$ cat config.mk
export PLATFORM = sky130hd
export DESIGN_NAME = cmd_assembler_flat
export DESIGN_NICKNAME = d
export VERILOG_FILES = /design/src/rtl/cmd_assembler_if.sv /design/src/rtl/cmd_assembler.sv /design/src/flat_wrapper.sv
export SDC_FILE = /design/constraint.sdc
export NUM_CORES = 1
export LEC_CHECK = 0
export ABC_AREA = 1
export BUFFER_PORTS_ARGS = -buffer_cell sky130_fd_sc_hd__buf_2
export CAP_MARGIN = 20
export CORE_ASPECT_RATIO = 0.9
export CORE_MARGIN = 4
export CORE_UTILIZATION = 30
export CTS_CLUSTER_SIZE = 12
export DETAILED_ROUTE_END_ITERATION = 12
export GPL_TIMING_DRIVEN = 0
export PLACE_DENSITY = 0.61
export SYNTH_ARGS = -nofsm -noshare
export SYNTH_HDL_FRONTEND = slang
export SYNTH_SLANG_ARGS = --single-unit
$ cat constraint.sdc
create_clock -name clk -period 1.6 [get_ports clk]
set_clock_uncertainty 0.2 [all_clocks]
set_input_delay 0.32 -clock clk [delete_from_list [all_inputs] [get_ports clk]]
set_output_delay 0.32 -clock clk [all_outputs]
set_load 0.05 [all_outputs]
$ cat src/rtl/cmd_assembler_if.sv
// Byte-in / command-out handshake bundle for cmd_assembler.
// master = byte source and command consumer, slave = the assembler.
interface cmd_assembler_if;
    logic        rx_rdy;
    logic [7:0]  rx_data;
    logic        clr_rx_rdy;
    logic        clr_cmd_rdy;
    logic [15:0] cmd;
    logic        cmd_rdy;
    logic        overrun;
    logic        timeout;

    modport master (
        output rx_rdy, rx_data, clr_cmd_rdy,
        input  clr_rx_rdy, cmd, cmd_rdy, overrun, timeout
    );

    modport slave (
        input  rx_rdy, rx_data, clr_cmd_rdy,
        output clr_rx_rdy, cmd, cmd_rdy, overrun, timeout
    );
endinterface

$ cat src/rtl/cmd_assembler.sv
// Assembles two received bytes (high, then low) into a 16-bit command.
// Define CMD_TIMEOUT_EN to abandon a half-received command after TIMEOUT_CYC idle cycles.
//
// state   | meaning
// WAIT_HI | idle, next byte is the high byte of a command
// WAIT_LO | high byte held, next byte completes the command
module cmd_assembler #(
    parameter int unsigned TIMEOUT_CYC = 100000
) (
    input  logic             clk,
    input  logic             rst_n,
    cmd_assembler_if.slave   bus
);
    typedef enum logic [0:0] {WAIT_HI, WAIT_LO} state_t;

    state_t      state, state_nxt;
    logic        hi_accept, lo_accept;
    logic [7:0]  hi_byte;
    logic [15:0] cmd_q;
    logic        cmd_rdy_q, overrun_q;

`ifdef CMD_TIMEOUT_EN
    localparam int unsigned CNT_W = $clog2(TIMEOUT_CYC + 1);
    localparam logic [CNT_W-1:0] CNT_LAST = CNT_W'(TIMEOUT_CYC - 1);
    localparam logic [CNT_W-1:0] CNT_MAX  = CNT_W'(TIMEOUT_CYC);

    logic [CNT_W-1:0] cnt;
    logic             timeout_hit;
    logic             timeout_q;
`endif

    always_ff @(posedge clk or negedge rst_n) begin
        if (!rst_n) state <= WAIT_HI;
        else        state <= state_nxt;
    end

    always_comb begin
        state_nxt = state;
        hi_accept = 1'b0;
        lo_accept = 1'b0;
`ifdef CMD_TIMEOUT_EN
        timeout_hit = 1'b0;
`endif
        case (state)
            WAIT_HI: begin
                if (bus.rx_rdy) begin
                    hi_accept = 1'b1;
                    state_nxt = WAIT_LO;
                end
            end
            WAIT_LO: begin
                // A byte arriving on the last allowed cycle still completes the command.
                if (bus.rx_rdy) begin
                    lo_accept = 1'b1;
                    state_nxt = WAIT_HI;
                end
`ifdef CMD_TIMEOUT_EN
                else if (cnt == CNT_LAST) begin
                    timeout_hit = 1'b1;
                    state_nxt   = WAIT_HI;
                end
`endif
            end
        endcase
    end

    always_ff @(posedge clk or negedge rst_n) begin
        if (!rst_n) begin
            hi_byte   <= 8'h00;
            cmd_q     <= 16'h0000;
            cmd_rdy_q <= 1'b0;
            overrun_q <= 1'b0;
        end else begin
            if (hi_accept) hi_byte <= bus.rx_data;
            if (lo_accept) cmd_q <= {hi_byte, bus.rx_data};

            if (lo_accept)            cmd_rdy_q <= 1'b1;
            else if (bus.clr_cmd_rdy) cmd_rdy_q <= 1'b0;

            if (lo_accept && cmd_rdy_q && !bus.clr_cmd_rdy) overrun_q <= 1'b1;
            else if (bus.clr_cmd_rdy)                        overrun_q <= 1'b0;
        end
    end

`ifdef CMD_TIMEOUT_EN
    // Saturates rather than wraps; in practice the FSM leaves WAIT_LO first.
    always_ff @(posedge clk or negedge rst_n) begin
        if (!rst_n) begin
            cnt       <= '0;
            timeout_q <= 1'b0;
        end else begin
            timeout_q <= timeout_hit;
            if (hi_accept)
                cnt <= '0;
            else if (state == WAIT_LO && !bus.rx_rdy && cnt != CNT_MAX)
                cnt <= cnt + CNT_W'(1);
        end
    end

    assign bus.timeout = timeout_q;
`else
    assign bus.timeout = 1'b0;
`endif

    // State is WAIT_HI throughout reset, so every byte offered is consumed in either state.
    assign bus.clr_rx_rdy = bus.rx_rdy;
    assign bus.cmd        = cmd_q;
    assign bus.cmd_rdy    = cmd_rdy_q;
    assign bus.overrun    = overrun_q;

endmodule

$ cat src/flat_wrapper.sv
// flat-port wrapper written by rule: the top's interface ports become plain ports
module cmd_assembler_flat 
#(
    parameter int unsigned TIMEOUT_CYC = 100000
)
  (clk, rst_n, bus_rx_rdy, bus_rx_data, bus_clr_cmd_rdy, bus_clr_rx_rdy, bus_cmd, bus_cmd_rdy, bus_overrun, bus_timeout);
  cmd_assembler_if bus_i ();
  input  logic clk;
  input  logic rst_n;
  input wire logic [$bits(bus_i.rx_rdy)-1:0] bus_rx_rdy;
  input wire logic [$bits(bus_i.rx_data)-1:0] bus_rx_data;
  input wire logic [$bits(bus_i.clr_cmd_rdy)-1:0] bus_clr_cmd_rdy;
  output wire logic [$bits(bus_i.clr_rx_rdy)-1:0] bus_clr_rx_rdy;
  output wire logic [$bits(bus_i.cmd)-1:0] bus_cmd;
  output wire logic [$bits(bus_i.cmd_rdy)-1:0] bus_cmd_rdy;
  output wire logic [$bits(bus_i.overrun)-1:0] bus_overrun;
  output wire logic [$bits(bus_i.timeout)-1:0] bus_timeout;
  assign bus_i.rx_rdy = bus_rx_rdy;
  assign bus_i.rx_data = bus_rx_data;
  assign bus_i.clr_cmd_rdy = bus_clr_cmd_rdy;
  assign bus_clr_rx_rdy = bus_i.clr_rx_rdy;
  assign bus_cmd = bus_i.cmd;
  assign bus_cmd_rdy = bus_i.cmd_rdy;
  assign bus_overrun = bus_i.overrun;
  assign bus_timeout = bus_i.timeout;
  cmd_assembler #(.TIMEOUT_CYC(TIMEOUT_CYC)) u_core (.clk(clk), .rst_n(rst_n), .bus(bus_i));
endmodule
Word level (Yosys, flattened, before mapping)
Cells that the tools add are included. W data, S select, Z words.

$add $sub $neg: 0. Multipliers: 0. Divide/modulo/power cells: 0. $lt $le $gt $ge: 0. Eq/ne operators: 0. Shifts and indexed selects: 0. Muxes and demuxes: 8. Bitwise gates (word level): 1. Reductions and logical operators: 5.

Operator list (count): $mux W1 (7); $reduce_bool A2 Y1 (2); $logic_and A1 B1 Y1 (2); $pmux W1 S2 (1); $logic_not A1 Y1 (1); $not A1 Y1 (1).

Register bits after elaboration: 27. Bits in latches: 0. Bits in writable memories: 0. Memory bits (read-only): 0. Input bits: 12. Output and inout port bits: 20. Word-level logic and storage cells: 19. Memories kept: 0.

Longest topological paths before layout
Gate-level depths: netlist of run 1.

Depth after elaboration: 5. Depth in mapped cells: 6. Gate-level depth less buffers: 4.

Worst setup path after synthesis of run 1
OpenSTA, ideal clock, no wires.

Path kind: flip-flop to flip-flop. From: register u_core.state. To: register u_core.cmd_q[11], in the netlist u_core.bus.cmd[11]. Library setup time: 0.119 ns. Arrival: 0.917 ns. Required time: 1.281 ns. Setup slack: 0.364 ns. Cell stages (with the launch flop): 6. Buffers on the path: 2. Period minus slack after synthesis: 1.236 ns. Cell sequence: dfrtp_1 ha_1 buf_6 clkbuf_8 nand2_1 nand2_1.

Cells in the longest elaborated chain, start to end: 1.

RTL lines: start, declared (RTL line cmd_assembler.sv:16) `state_t state, state_nxt;`; start signal, assigned (RTL line cmd_assembler.sv:34) `else state <= state_nxt;`; $mux W1 (RTL line cmd_assembler.sv:44) `case (state)`; named net u_core.lo_accept (RTL line cmd_assembler.sv:17) `logic hi_accept, lo_accept;`; end signal, assigned (RTL line cmd_assembler.sv:75) `if (lo_accept) cmd_q <= {hi_byte, bus.rx_data};`; end, declared (RTL line cmd_assembler.sv:19) `logic [15:0] cmd_q;`.

The timed path passes the listed nets, and every way through them passes these cells. A chain may end at the register's enable or synchronous reset.

Worst setup path after layout of run 1
From: register u_core.cmd_q[4], in the netlist u_core.bus.cmd[4]. To: output bus_cmd[4].

RTL lines: end, declared (RTL line flat_wrapper.sv:14) `output wire logic [$bits(bus_i.cmd)-1:0] bus_cmd;`.

No word-level cell between the ends.

==> metrics.md, run 1 <==
| Metric | Value |
|---|---|
| Outcome | `complete, no violations` |
| Fin. Hold Viols | `0` |
| FFs w/ async S/R, synth | `100%` |
| CP cell instances | `buf_2` |
| Std-Cell Rows | `20` |
| Post-synthesis sequential area ratio | `61.6%` |
| Flop pwr share | `38.2%` |
| Antenna cells | `0` |
| Total wire length | `2.14 mm` |
| TritonRoute pass-1 iters | `2` |
| Post-synth cell types | `13` |
| Via Count | `804` |
| Area Overhead vs Synth | `24.1%` |
| Yosys top cell by area | `dfrtp_1` |
| Die height | `65.4 microns` |
| Num CTS Buffers | `3` |
| Clock transition at the registers of the reported paths | `0.09 ns` |
| CP startpoint kind | `register` |
| DRC viols | `0` |
| Area contributors post-synth | `dfrtp_1, nand2_1, inv_1, o21ai_0, ha_1` |
| Critical setup path kind | `reg2out` |
| Vias in the first global route | `792` |
| Unrepaired setup endpoints after global routing | `false` |
| Syn_area_per_cell | `9.38 sq um` |
| HP Class | `in2reg` |
| Final setup vio count | `0` |
| Port Buffers | `30` |
| Hold Buf Count CTS | `1` |
| Arr. time, crit path | `0.91 ns` |
| # Post-CTS Setup Buffers | `0` |
| Post-CTS sizing | `0` |
| Worst Path Buf+Inv | `1` |
| CTS root buf | `clkbuf_8` |
| Psw | `1.49 mW` |
| Max Cap Viol | `0` |
| GRT Resource Usage Total | `10.1%` |
| Synthesis Warnings | `0` |
| Die width | `71.8 microns` |
| Fin util | `39.4%` |
| TritonCTS Sinks | `27` |
| HPWL after DPL | `1.65 mm` |
| Setup TNS Final | `0 ns` |
| Leak | `0.772 nW` |
| Cell Area, Synth | `1100 sq um` |
| Die area | `4690 sq um` |
| Tcrit/Tclk final | `89.7%` |
| Gate power share | `49.1%` |
| Placed instance count | `191` |
| Rel. slew slack | `60.8%` |
| Starting density of the core | `31.8%` |
| CP Max Fanout | `2` |
| Final GP Congestion | `0.736` |
| Layout cells sized above 1 | `28.9%` |
| Post-Syn Instances | `117` |
| Total global routing overflow | `0` |
| Sw frac | `49.3%` |
| Ys flop type | `dfrtp_1` |
| #FFs+latches synth | `27` |
| Post-synth top cells | `nand2_1, dfrtp_1, inv_1` |
| Worst Slack Setup Final | `0.165 ns` |
| CP required | `1.08 ns` |
| Routed len/inst | `10.9 microns` |
| Initial antenna violation count | `0` |
| Most numerous cell in the Yosys netlist | `nand2_1` |
| Core Area | `3450 sq um` |
| Max IR drop VDD | `0.566 mV` |
| Largest net degree at the start of global routing | `28` |
| First-pass GRT wire length | `3.61 mm` |
| Slew Limit Fails | `0` |
| Post-route insts no fill | `196` |
| Clock Power Share | `12.7%` |
| Synth Net Count | `131` |
| Post-DRT Antenna Nets | `0` |
| Vias per std cell | `4.10` |
| Post-synth top area share | `61.6%` |
| Crit path time final | `1.43 ns` |
| Pwr Density | `2220 nW/um^2` |
| Hold WS | `0.0652 ns` |
| 1st-iter DRT viols | `9` |
| Clock Latency Late Sink | `0.27 ns` |
| Max Clock Freq | `0.697 GHz` |
| Delay-heaviest family, CP | `flip-flops` |
| Worst slew pin tran | `0.589 ns` |
| Max incr delay on CP | `0.37 ns` |
| Number of synthesized flops with an enable pin | `0` |
| Int Power | `1.53 mW` |
| Nets | `167` |
| DP Worst Slack | `0.203 ns` |
| CP Capture Type | `output port` |
| I/O Pins | `32` |
| Slowest cell on crit path | `dfrtp_1` |
| H-Tree Depth | `1` |
| Fill cells | `368` |
| Clock buffer depth | `2` |
| CTS tree | `built` |
[through the flow]
step	total power [mW]	area (sq um)
2_1_floorplan	2.30	1100
3_3_place_gp	2.64	1300
3_5_place_dp	2.68	1300
4_1_cts	3.07	1360
6_report	3.03	1360
5_1_grt	3.23	1360
[sequential cells by signal (all words and copies together) (netlist names)]
signal and cells:
u_core.bus.overrun 1, u_core.bus.cmd_rdy 1, u_core.hi_byte 8, u_core.bus.cmd 16, u_core.state 1
[layout make-up]
class / count / area [sq um] / share of cell area [%]
sequential: 27 / 676 / 49.6
timing repair buffer: 31 / 160 / 11.8
clock buffer: 3 / 41.3 / 3.03
tap: 44 / 55.1 / 4.04
clock inverter: 1 / 7.51 / 0.551
inverter: 12 / 52.6 / 3.86
multi-input combinational: 72 / 307 / 22.5
buffer: 6 / 62.6 / 4.60
[path summary, 6_finish.rpt]
kind / startpoint / end / slack [ns] / cells after the start
setup / recovery: u_core.bus.cmd[4] / bus_cmd[4] / 0.17 / 1
hold / removal: bus_rx_data[1] / u_core.bus.cmd[1] / 0.07 / 3
setup reg to reg: u_core.state / u_core.hi_byte[2] / 0.27 / 5
hold reg to reg: u_core.bus.cmd[6] / u_core.bus.cmd[6] / 0.27 / 2
max in group asynchronous: rst_n / u_core.hi_byte[2] / 0.43 / 2
min in group asynchronous: rst_n / u_core.bus.cmd[6] / 0.39 / 2
[layout by cell type, fill, tap and decap left out, drive strengths merged]
cell type / count
conb: 1
clkinvlp: 1
nand3: 1
nand2: 60
dfrtp: 27
dlygate4sd3: 1
clkbuf: 4
buf: 35
o21ai: 8
inv: 12
ha: 2
[power groups by stage]
stage / Combinational (mW) / Clock [mW] / Sequential (mW)
after floorplan: 0.444 / 0 / 1.85
after global placement: 1.48 / 0 / 1.16
after detailed placement: 1.51 / 0 / 1.17
after CTS: 1.51 / 0.401 / 1.16
after global routing: 1.60 / 0.432 / 1.20
final: 1.49 / 0.385 / 1.16
[logic make-up (layout without fill, tap and decap cells)]
kind of cell    Yosys count  after routing  synth area share, %
buf+inv                  18             53                 10.5
compound gates            8              8                 3.65
flops                    27             27                 61.6
fa+ha+maj                 2              2                 2.28
simple gates             61             61                 21.7
other cells               1              1                0.342
[layer usage]
| metal | vias to the layer above | track usage (%) | wire length (microns) | share of wire [%] |
|---|---|---|---|---|
| met4 | 0 | 6.34 | 14 | 0.65 |
| met3 | 2 | 1.83 | 133 | 6.2 |
| li1 | 413 | - | - | - |
| met2 | 22 | 17.0 | 1070 | 50 |
| met1 | 367 | 11.9 | 927 | 43 |
| met5 | - | 0 | 0 | 0 |
Note: power is estimated with default switching activity, not from simulation.
==> run 2: changes to the inputs <==
--- a/config.mk
+++ b/config.mk
@@ -11,6 +11,7 @@
 export CORE_ASPECT_RATIO = 0.9
 export CORE_MARGIN = 4
 export CORE_UTILIZATION = 30
+export CTS_BUF_LIST = sky130_fd_sc_hd__clkbuf_16
 export CTS_CLUSTER_SIZE = 12
 export DETAILED_ROUTE_END_ITERATION = 12
 export GPL_TIMING_DRIVEN = 0
==> run 2 against run 1 <==
Combinational power barely moved. Final cell count unchanged. Setup slack better by 0.013 ns. Design area increased by 2.5%. Die area is the same. Non-clock buffer count stayed put. Sequential share of layout area down 1.2 points. Clock-buffer cell count is the same. Largest power group unchanged.
==> metrics.md, run 2 (synthesis gave the netlist of run 1 again) <==
| Metric | Value |
|---|---|
| CP Capture Type | `output port` |
| HPWL after DPL | `1.65 mm` |
| CP Max Fanout | `2` |
| Slowest cell on crit path | `dfrtp_1` |
| Max Clock Freq | `0.703 GHz` |
| Vias in the first global route | `792` |
| CP cell instances | `buf_2` |
| Via Count | `818` |
| Area Overhead vs Synth | `27.1%` |
| Total power | `3.21 mW` |
| Outcome | `complete, no violations` |
| Port Buffers | `30` |
| GRT Resource Usage Total | `10.3%` |
| DRC viols | `0` |
| Num CTS Buffers | `3` |
| TritonCTS Sinks | `27` |
| H-Tree Depth | `1` |
| Nets | `167` |
| Layout cells sized above 1 | `28.9%` |
| Max Cap Viol | `0` |
| Final GP Congestion | `0.736` |
| Routed len/inst | `11.2 microns` |
| Pwr Density | `2300 nW/um^2` |
| Met1 Use GR | `12.3%` |
| DP Worst Slack | `0.203 ns` |
| CTS tree | `built` |
| Critical setup path kind | `reg2out` |
| HP Class | `in2reg` |
| Unrepaired setup endpoints after global routing | `false` |
| CP startpoint kind | `register` |
| Slew Limit Fails | `0` |
| TritonRoute pass-1 iters | `4` |
| Fin util | `40.4%` |
| Worst Path Buf+Inv | `1` |
| Final setup vio count | `0` |
| I/O Pins | `32` |
| Max FFs per register | `16` |
| Max incr delay on CP | `0.37 ns` |
| Tcrit/Tclk final | `88.9%` |
| Worst slew pin tran | `0.600 ns` |
| Most frequent cells in the layout | `nand2_1, buf_2, dfrtp_1` |
| 1st-iter DRT viols | `12` |
| Total wire length | `2.20 mm` |
| Clock transition at the registers of the reported paths | `0.07 ns` |
| Commonest non-fill, non-tap cell in the layout | `nand2_1` |
| Total global routing overflow | `0` |
| Leak | `0.787 nW` |
| Antenna cells | `0` |
| First-pass GRT wire length | `3.66 mm` |
| Delay-heaviest family, CP | `flip-flops` |
| Largest net degree at the start of global routing | `28` |
| Die area | `4690 sq um` |
| Max IR drop VDD | `0.664 mV` |
| Die height | `65.4 microns` |
| Arr. time, crit path | `0.90 ns` |
| Initial antenna violation count | `0` |
| Core Area | `3450 sq um` |
| Met2 usage | `17.0%` |
| Die width | `71.8 microns` |
| CTS root buf | `clkbuf_16` |
| Std-Cell Rows | `20` |
| Met3 Use GR | `2.29%` |
| Top Usage Layer GRT | `met2` |
| Vias per std cell | `4.17` |
| Clock buffer depth | `2` |
| Starting density of the core | `31.8%` |
| Worst Slack Setup Final | `0.178 ns` |
| CP required | `1.08 ns` |
| Post-CTS sizing | `0` |
| Crit path time final | `1.42 ns` |
| Post-DRT Antenna Nets | `0` |
| Clock Latency Late Sink | `0.26 ns` |
| Fin. Hold Viols | `0` |
| Setup TNS Final | `0 ns` |
| Rel. slew slack | `60.0%` |
==> run 2: cell counts in the layout (fill, tap and decap cells not counted) <==
Identical to the previous run, type by type.
==> run 2: area by class of cell <==
class	instances	area, sq um
clock buffer	3	75.1
fill	364	2060
timing repair buffer	31	160
inverter	12	52.6
tap	44	55.1
buffer	6	62.6
sequential	27	676
multi-input combinational	72	307
clock inverter	1	7.51
==> run 2: routing by layer <==
metal  up-vias  wire [microns]
met5         -               0
met4         0              55
met3         5             140
met2        21            1050
met1       378             952
li1        414               -
==> run 2: path summary, 6_finish.rpt <==
kind | startpoint | end | slack [ns] | cells after the start
min in group asynchronous | rst_n | u_core.bus.cmd[6] | 0.41 | 2
max | u_core.bus.cmd[2] | bus_cmd[2] | 0.18 | 1
min | bus_rx_data[1] | u_core.bus.cmd[1] | 0.08 | 3
max in group asynchronous | rst_n | u_core.hi_byte[2] | 0.39 | 2
min reg2reg | u_core.bus.cmd[15] | u_core.bus.cmd[15] | 0.27 | 2
max reg2reg | u_core.state | u_core.hi_byte[2] | 0.28 | 5
==> run 2: per-stage QoR <==
step	hold WS [ns]	area (sq um)	std cells
after global routing	0.0872	1400	196
after global placement	0.155	1300	191
after detailed placement	0.158	1300	191
final	0.0764	1400	196
after CTS	0.0803	1400	196
after floorplan	-0.176	1100	117
==> run 2: power by group <==
| part | total [mW] | internal [mW] | switching, mW |
|---|---|---|---|
| Sequential | 1.16 | 0.994 | 0.166 |
| Clock | 0.568 | 0.340 | 0.228 |
| Combinational | 1.49 | 0.367 | 1.12 |
==> run 2: what timing repair did <==
| item | in CTS | in global routing |
|---|---|---|
| hold buffers | 1 | 0 |
| endpoints found under the hold margin | 27 | 0 |
| buffers inserted | 0 | 0 |
